### src/rtl/ambiente_pkg.sv
// rtl/ambiente_pkg.sv - shared cell codes, headings, states and neighbour helper for the grid world
package ambiente_pkg;

    localparam logic [1:0] FREE   = 2'b00;
    localparam logic [1:0] WALL   = 2'b01;
    localparam logic [1:0] DEBRIS = 2'b10;
    localparam logic [1:0] MARK   = 2'b11;

    typedef enum logic [1:0] {
        N = 2'd0,
        E = 2'd1,
        S = 2'd2,
        W = 2'd3
    } heading_t;

    typedef enum logic [2:0] {
        IDLE,
        MOVE,
        TURN_R,
        TURN_L,
        REMOVE,
        SENSE
    } state_t;

    // Neighbour coordinates; off is set when the step would leave the grid
    typedef struct packed {
        logic [15:0] x;
        logic [15:0] y;
        logic        off;
    } cell_t;

    function automatic cell_t next_cell(input logic [15:0] x, input logic [15:0] y,
                                        input logic [1:0] d,
                                        input logic [15:0] w, input logic [15:0] h);
        cell_t c;
        c.x   = x;
        c.y   = y;
        c.off = 1'b0;
        case (d)
            N: if (y == 16'd0)         c.off = 1'b1; else c.y = y - 16'd1;
            E: if (x == w - 16'd1)     c.off = 1'b1; else c.x = x + 16'd1;
            S: if (y == h - 16'd1)     c.off = 1'b1; else c.y = y + 16'd1;
            default: if (x == 16'd0)   c.off = 1'b1; else c.x = x - 16'd1;
        endcase
        return c;
    endfunction

endpackage

### src/rtl/ambiente_mapa.sv
// rtl/ambiente_mapa.sv - maze map storage with one write port and front/left/current read ports
module ambiente_mapa
    import ambiente_pkg::*;
#(
    parameter int GRID_W = 8,
    parameter int GRID_H = 8,
    parameter int XW     = $clog2(GRID_W),
    parameter int YW     = $clog2(GRID_H),
    parameter int AW     = XW + YW
) (
    input  logic          clk,
    input  logic          we,
    input  logic [AW-1:0] waddr,
    input  logic [1:0]    wdata,
    input  logic [XW-1:0] x,
    input  logic [YW-1:0] y,
    input  logic [1:0]    dir,
    output logic [1:0]    front_code,
    output logic [1:0]    left_code,
    output logic [1:0]    cur_code,
    output logic [XW-1:0] front_x,
    output logic [YW-1:0] front_y,
    output logic [AW-1:0] front_addr
);

    logic [1:0]    cells [GRID_W*GRID_H];
    cell_t         fc;
    cell_t         lc;
    logic [AW-1:0] left_addr;
    logic          unused_hi;

    // Map contents survive reset so a maze loaded once stays put across runs
    always_ff @(posedge clk) begin
        if (we) begin
            cells[waddr] <= wdata;
        end
    end

    // Neighbour lookup; off-grid cells look like walls to the robot
    always_comb begin
        fc         = next_cell(16'(x), 16'(y), dir, 16'(GRID_W), 16'(GRID_H));
        lc         = next_cell(16'(x), 16'(y), dir - 2'd1, 16'(GRID_W), 16'(GRID_H));
        front_x    = fc.x[XW-1:0];
        front_y    = fc.y[YW-1:0];
        front_addr = {front_y, front_x};
        left_addr  = {lc.y[YW-1:0], lc.x[XW-1:0]};
        front_code = fc.off ? WALL : cells[front_addr];
        left_code  = lc.off ? WALL : cells[left_addr];
        cur_code   = cells[{y, x}];
    end

    assign unused_hi = ^{fc.x[15:XW], fc.y[15:YW], lc.x[15:XW], lc.y[15:YW]};

endmodule

### src/rtl/ambiente_robo.sv
// rtl/ambiente_robo.sv - grid-world responder executing robot motion commands and regenerating sensors
module ambiente_robo
    import ambiente_pkg::*;
#(
    parameter int GRID_W        = 8,
    parameter int GRID_H        = 8,
    parameter int MOVE_CYCLES   = 4,
    parameter int TURN_CYCLES   = 2,
    parameter int REMOVE_CYCLES = 6,
    localparam int XW = $clog2(GRID_W),
    localparam int YW = $clog2(GRID_H),
    localparam int AW = $clog2(GRID_W*GRID_H)
) (
    input  logic          clk,
    input  logic          reset,
    input  logic          map_we,
    input  logic [AW-1:0] map_addr,
    input  logic [1:0]    map_data,
    input  logic          load_pose,
    input  logic [XW-1:0] start_x,
    input  logic [YW-1:0] start_y,
    input  logic [1:0]    start_dir,
    input  logic          avancar,
    input  logic          girar,
    input  logic          remover,
    output logic          head,
    output logic          left,
    output logic          under,
    output logic          barreira,
    output logic [XW-1:0] pos_x,
    output logic [YW-1:0] pos_y,
    output logic [1:0]    dir,
    output logic          busy,
    output logic          step_done,
    output logic          collision
);

    state_t        state;
    logic [7:0]    cnt;
    logic          arc;
    logic          blocked;
    logic [1:0]    front_code;
    logic [1:0]    left_code;
    logic [1:0]    cur_code;
    logic [XW-1:0] front_x;
    logic [YW-1:0] front_y;
    logic [AW-1:0] front_addr;
    logic          front_blocked;
    logic          wr_en;
    logic [AW-1:0] wr_addr;
    logic [1:0]    wr_data;

    ambiente_mapa #(
        .GRID_W (GRID_W),
        .GRID_H (GRID_H),
        .XW     (XW),
        .YW     (YW),
        .AW     (AW)
    ) u_mapa (
        .clk        (clk),
        .we         (wr_en),
        .waddr      (wr_addr),
        .wdata      (wr_data),
        .x          (pos_x),
        .y          (pos_y),
        .dir        (dir),
        .front_code (front_code),
        .left_code  (left_code),
        .cur_code   (cur_code),
        .front_x    (front_x),
        .front_y    (front_y),
        .front_addr (front_addr)
    );

    assign front_blocked = (front_code == WALL) || (front_code == DEBRIS);
    assign busy          = (state != IDLE);

    // Single map write port shared by the host loader (idle only) and debris clearing
    always_comb begin
        wr_en   = 1'b0;
        wr_addr = map_addr;
        wr_data = map_data;
        if (!reset) begin
            if (state == IDLE && map_we) begin
                wr_en = 1'b1;
            end else if (state == REMOVE && cnt == 8'd0) begin
                wr_en   = 1'b1;
                wr_addr = front_addr;
                wr_data = FREE;
            end
        end
    end

    // Action sequencer: sample commands in IDLE, count out the action, commit pose, refresh sensors
    always_ff @(posedge clk) begin
        if (reset) begin
            state     <= IDLE;
            cnt       <= 8'd0;
            arc       <= 1'b0;
            blocked   <= 1'b0;
            pos_x     <= '0;
            pos_y     <= '0;
            dir       <= N;
            head      <= 1'b0;
            left      <= 1'b0;
            under     <= 1'b0;
            barreira  <= 1'b0;
            step_done <= 1'b0;
            collision <= 1'b0;
        end else begin
            step_done <= 1'b0;
            collision <= 1'b0;
            case (state)
                IDLE: begin
                    if (map_we || load_pose) begin
                        if (load_pose) begin
                            pos_x <= start_x;
                            pos_y <= start_y;
                            dir   <= start_dir;
                        end
                        state <= SENSE;
                    end else if (remover && barreira) begin
                        state <= REMOVE;
                        cnt   <= 8'(REMOVE_CYCLES - 1);
                    end else if (avancar) begin
                        state     <= MOVE;
                        cnt       <= 8'(MOVE_CYCLES - 1);
                        arc       <= girar;
                        blocked   <= front_blocked;
                        collision <= front_blocked;
                    end else if (girar) begin
                        state <= TURN_R;
                        cnt   <= 8'(TURN_CYCLES - 1);
                    end
                end
                MOVE: begin
                    if (cnt == 8'd0) begin
                        if (!blocked) begin
                            pos_x <= front_x;
                            pos_y <= front_y;
                        end
                        if (arc) begin
                            state <= TURN_L;
                            cnt   <= 8'(TURN_CYCLES - 1);
                        end else begin
                            step_done <= 1'b1;
                            state     <= SENSE;
                        end
                    end else begin
                        cnt <= cnt - 8'd1;
                    end
                end
                TURN_R: begin
                    if (cnt == 8'd0) begin
                        dir       <= dir + 2'd1;
                        step_done <= 1'b1;
                        state     <= SENSE;
                    end else begin
                        cnt <= cnt - 8'd1;
                    end
                end
                TURN_L: begin
                    if (cnt == 8'd0) begin
                        dir       <= dir - 2'd1;
                        step_done <= 1'b1;
                        state     <= SENSE;
                    end else begin
                        cnt <= cnt - 8'd1;
                    end
                end
                REMOVE: begin
                    if (cnt == 8'd0) begin
                        step_done <= 1'b1;
                        state     <= SENSE;
                    end else begin
                        cnt <= cnt - 8'd1;
                    end
                end
                SENSE: begin
                    head     <= (front_code == WALL);
                    left     <= (left_code == WALL);
                    under    <= (cur_code == MARK);
                    barreira <= (front_code == DEBRIS);
                    state    <= IDLE;
                end
                default: state <= IDLE;
            endcase
        end
    end

endmodule

### config.mk
export PLATFORM = sky130hd
export DESIGN_NAME = ambiente_robo
export DESIGN_NICKNAME = d
export VERILOG_FILES = /design/src/rtl/ambiente_pkg.sv /design/src/rtl/ambiente_mapa.sv /design/src/rtl/ambiente_robo.sv
export SDC_FILE = /design/constraint.sdc
export NUM_CORES = 1
export LEC_CHECK = 0
export BUFFER_PORTS_ARGS = -buffer_cell sky130_fd_sc_hd__buf_2
export CAP_MARGIN = 20
export CORE_MARGIN = 3
export CORE_UTILIZATION = 45
export DETAILED_ROUTE_END_ITERATION = 6
export GPL_ROUTABILITY_DRIVEN = 0
export HOLD_SLACK_MARGIN = 0.05
export PLACE_DENSITY = 0.62
export SLEW_MARGIN = 20
export SYNTH_ARGS = -nofsm -noshare
export SYNTH_HDL_FRONTEND = slang
export SYNTH_HIERARCHICAL = 1
export SYNTH_SLANG_ARGS = --single-unit
### constraint.sdc
create_clock -name clk -period 4.4 [get_ports clk]
set_clock_uncertainty 0.15 [all_clocks]
set_input_delay 0.66 -clock clk [delete_from_list [all_inputs] [get_ports clk]]
set_output_delay 0.66 -clock clk [all_outputs]
set_load 0.01 [all_outputs]
==> metrics.txt <==
status complete, no violations; row cnt 53; Post-CTS Setup Bufs 0; CTS tree built; DIE AREA approximately 24000 µm²; CP Launch Type flop; multi-input logic area a little over 5000 µm²; met1 Track Usage GR 0.344; Critical Path RT 4620 ps; Final Cell Area about 11000 µm²; detailed placement HPWL roughly 20000 µm; Slew Viols, Final 0; antenna violations before repair 0; Final Critical Period roughly 4000 ps; Leakage 3.68 nW; CTS Buf Count 17; Synth Flop Type edfxtp_1; starting density of the core 0.464; Final Net Count 906; Clock Root Buffer clkbuf_16; DRT Pass-1 Iters 5; Fillers 1856; synthesized area 9910 µm²; vias in the first global route between 7k and 8k; first-pass GRT wire length between 40000 and 50000 µm; Synth Instances around 840; critical path class flop to flop; Arr. time, crit path around 4200 ps; CTS Hold Bufs 0; Final setup viols 0; via/cell ratio 6.52; Antenna Nets Post-Route 0; Die Span Y around 150 µm; Hold Vio Cnt, Final 0; Total Wirelength 28500 µm; Slew headroom 0.462; share of layout cells above drive strength 1 0.254; met2 GRT Util 0.368; largest net degree at the start of global routing 57; register area 4390 µm²; maximum root-to-sink buffer count 2; post-DR wirelength/cell approximately 25 µm; Die Width about 150 µm; HP Class input port to flop; global route overflow 0; I/O Pins 38; Yosys cell types 74; Peak VDD IR a little over 400 µV; area delta synth->final 10.9%; clock-pin slew on the worst setup and hold paths 60 ps; Clock Sinks ~160; element type at the critical path end flop; slew of the pin with the lowest slew margin between 800 and 900 ps; post-layout util 0.515; Yosys warnings 6; GRT Util Overall 0.243; Area after DPL roughly 10000 µm²; # DRC 0; GR peak layer met2; Post-CTS Resized 0; RSZ-0062 raised after global routing no; total number of vias 7579; post-synthesis sequential area ratio 0.442; Max-Cap Viols 0; fmax between 0.2 and 0.3 GHz; Synthesized Nets between 800 and 900; Syn Area/Cell approximately 12 µm²; H-Tree Depth 4; DRT iter0 DRCs about 930; Final period util 0.905; met3 usage 0.0713; ys async rst share 0; Skew-Pair Late Insertion Delay approximately 440 ps; port bufs 37; crit path max fanout 10; Cell Pwr Density about 850 nW/µm²; setup TNS 0 ps; Std-Cell Core Area ~21000 µm²; FF+latch count, synth around 160; number of synthesized flops with an enable pin 128
## placed cells by master, fill, tap and decap left out, types with 6 or more instances in the layout
cell type    n
edfxtp_1   128
nor2_1     104
nand2_1     96
mux4_2      79
mux2i_1     43
buf_2       37
buf_4       37
nand3_1     35
dfxtp_1     25
a21oi_1     23
a211oi_1    17
clkbuf_16   17
inv_1       16
nand2b_1    13
nor2b_1     11
o21ai_0     11
nand4_1     11
a31oi_1     10
ha_1        10
a32oi_1     10
nor3_1       8
or3_1        7
o211ai_1     7
mux2_4       6
a311oi_1     6
## synth_stat cells, drive strengths merged, types with 4 or more instances
library cell    n  share of area
a211oi         17          0.013
nand2b         13         0.0082
xnor2           8          0.014
a311oi          6         0.0053
nor3           11         0.0083
dfxtp          27          0.055
nor2          105          0.040
a31oi          10         0.0063
nand3b          4         0.0030
and2            7         0.0044
a2111oi         4         0.0035
a22oi           5         0.0038
or3             7         0.0044
o211ai          9         0.0078
inv            21         0.0090
nand2          97          0.037
buf            34          0.022
nand4          11         0.0069
o21ai          15         0.0076
nand3          35          0.018
a32oi          10         0.0088
nor4            5         0.0032
clkbuf         24         0.0091
mux4           79           0.18
a21oi          23          0.012
edfxtp        128           0.39
mux2           10          0.014
nor2b          11         0.0069
nor3b           5         0.0043
mux2i          43          0.043
and3            4         0.0025
ha             10          0.013
## area by class of cell
| cell class | count | area share |
|---|---|---|
| multi-input cells | 604 | 0.467 |
| flip-flops and latches | 155 | 0.399 |
| repair buffers | 74 | 0.0421 |
| clock buffers | 18 | 0.0391 |
| well taps | 275 | 0.0313 |
| clock inverters | 14 | 0.0125 |
| inverters | 21 | 0.00808 |
| diodes | 1 | 0.000228 |
## state kept, by name (all words and copies together), names as in the netlist
register,flops
step_done,1
pos_y,3
barreira,1
state,3
under,1
u_mapa/cells,128
pos_x,3
arc,1
head,1
collision,1
cnt,8
blocked,1
dir,2
left,1
## worst max-delay path, cell delays in order (launching register included)
cell      delay (ps)
dfxtp_1          490
inv_1            190
ha_1             280
nor3b_2          190
nor3_1           260
xnor2_2          180
buf_4            210
and2_1           430
a32oi_1          200
a211oi_1         300
a211oi_1         110
a221o_1          390
inv_1             80
ha_1             230
nor2_1           100
a21oi_1           50
nor2_1            70
## metal layers
metal  vias up  share of wire
li1       3348              -
met1      3754           0.42
met2       427           0.46
met3        50          0.096
met4         0          0.021
met5         -              0
## cells by family (layout without fill, tap and decap cells)
group	count (synthesis)	after routing	synth area share
XOR/XNOR	8	8	0.0143
buffers and inverters	79	127	0.0402
AO/OA/AOI/OAI	129	129	0.0966
AND/OR/NAND/NOR	325	325	0.157
flip-flops	155	155	0.442
adder cells (fa/ha/maj)	10	10	0.0126
multiplexers	132	132	0.237
other	0	1	0
## report_power, final
| part | internal (mW) | switching (mW) |
|---|---|---|
| Combinational | 2.63 | 3.43 |
| Sequential | 1.71 | 0.133 |
| Clock | 0.791 | 0.640 |
| Total | 5.13 | 4.21 |
## final timing paths
check	endpoint	startpoint	cells past startpoint	slack (ps)
max	blocked	pos_y[1]	16	420
min reg2reg	under	under	2	350
min	arc	girar	3	330
max reg2reg	blocked	pos_y[1]	16	420
## through the flow
step / power (mW) / instances / hold WS, ps / setup WS, ps
2_1_floorplan: 6.32 / 838 / 295 / 71.5
3_3_place_gp: 7.81 / 1129 / 334 / 532
3_5_place_dp: 7.82 / 1129 / 339 / 504
4_1_cts: 9.27 / 1161 / 321 / 503
5_1_grt: 9.86 / 1161 / 341 / 191
6_report: 9.34 / 1162 / 333 / 416
(Power assumes the default switching activity.)
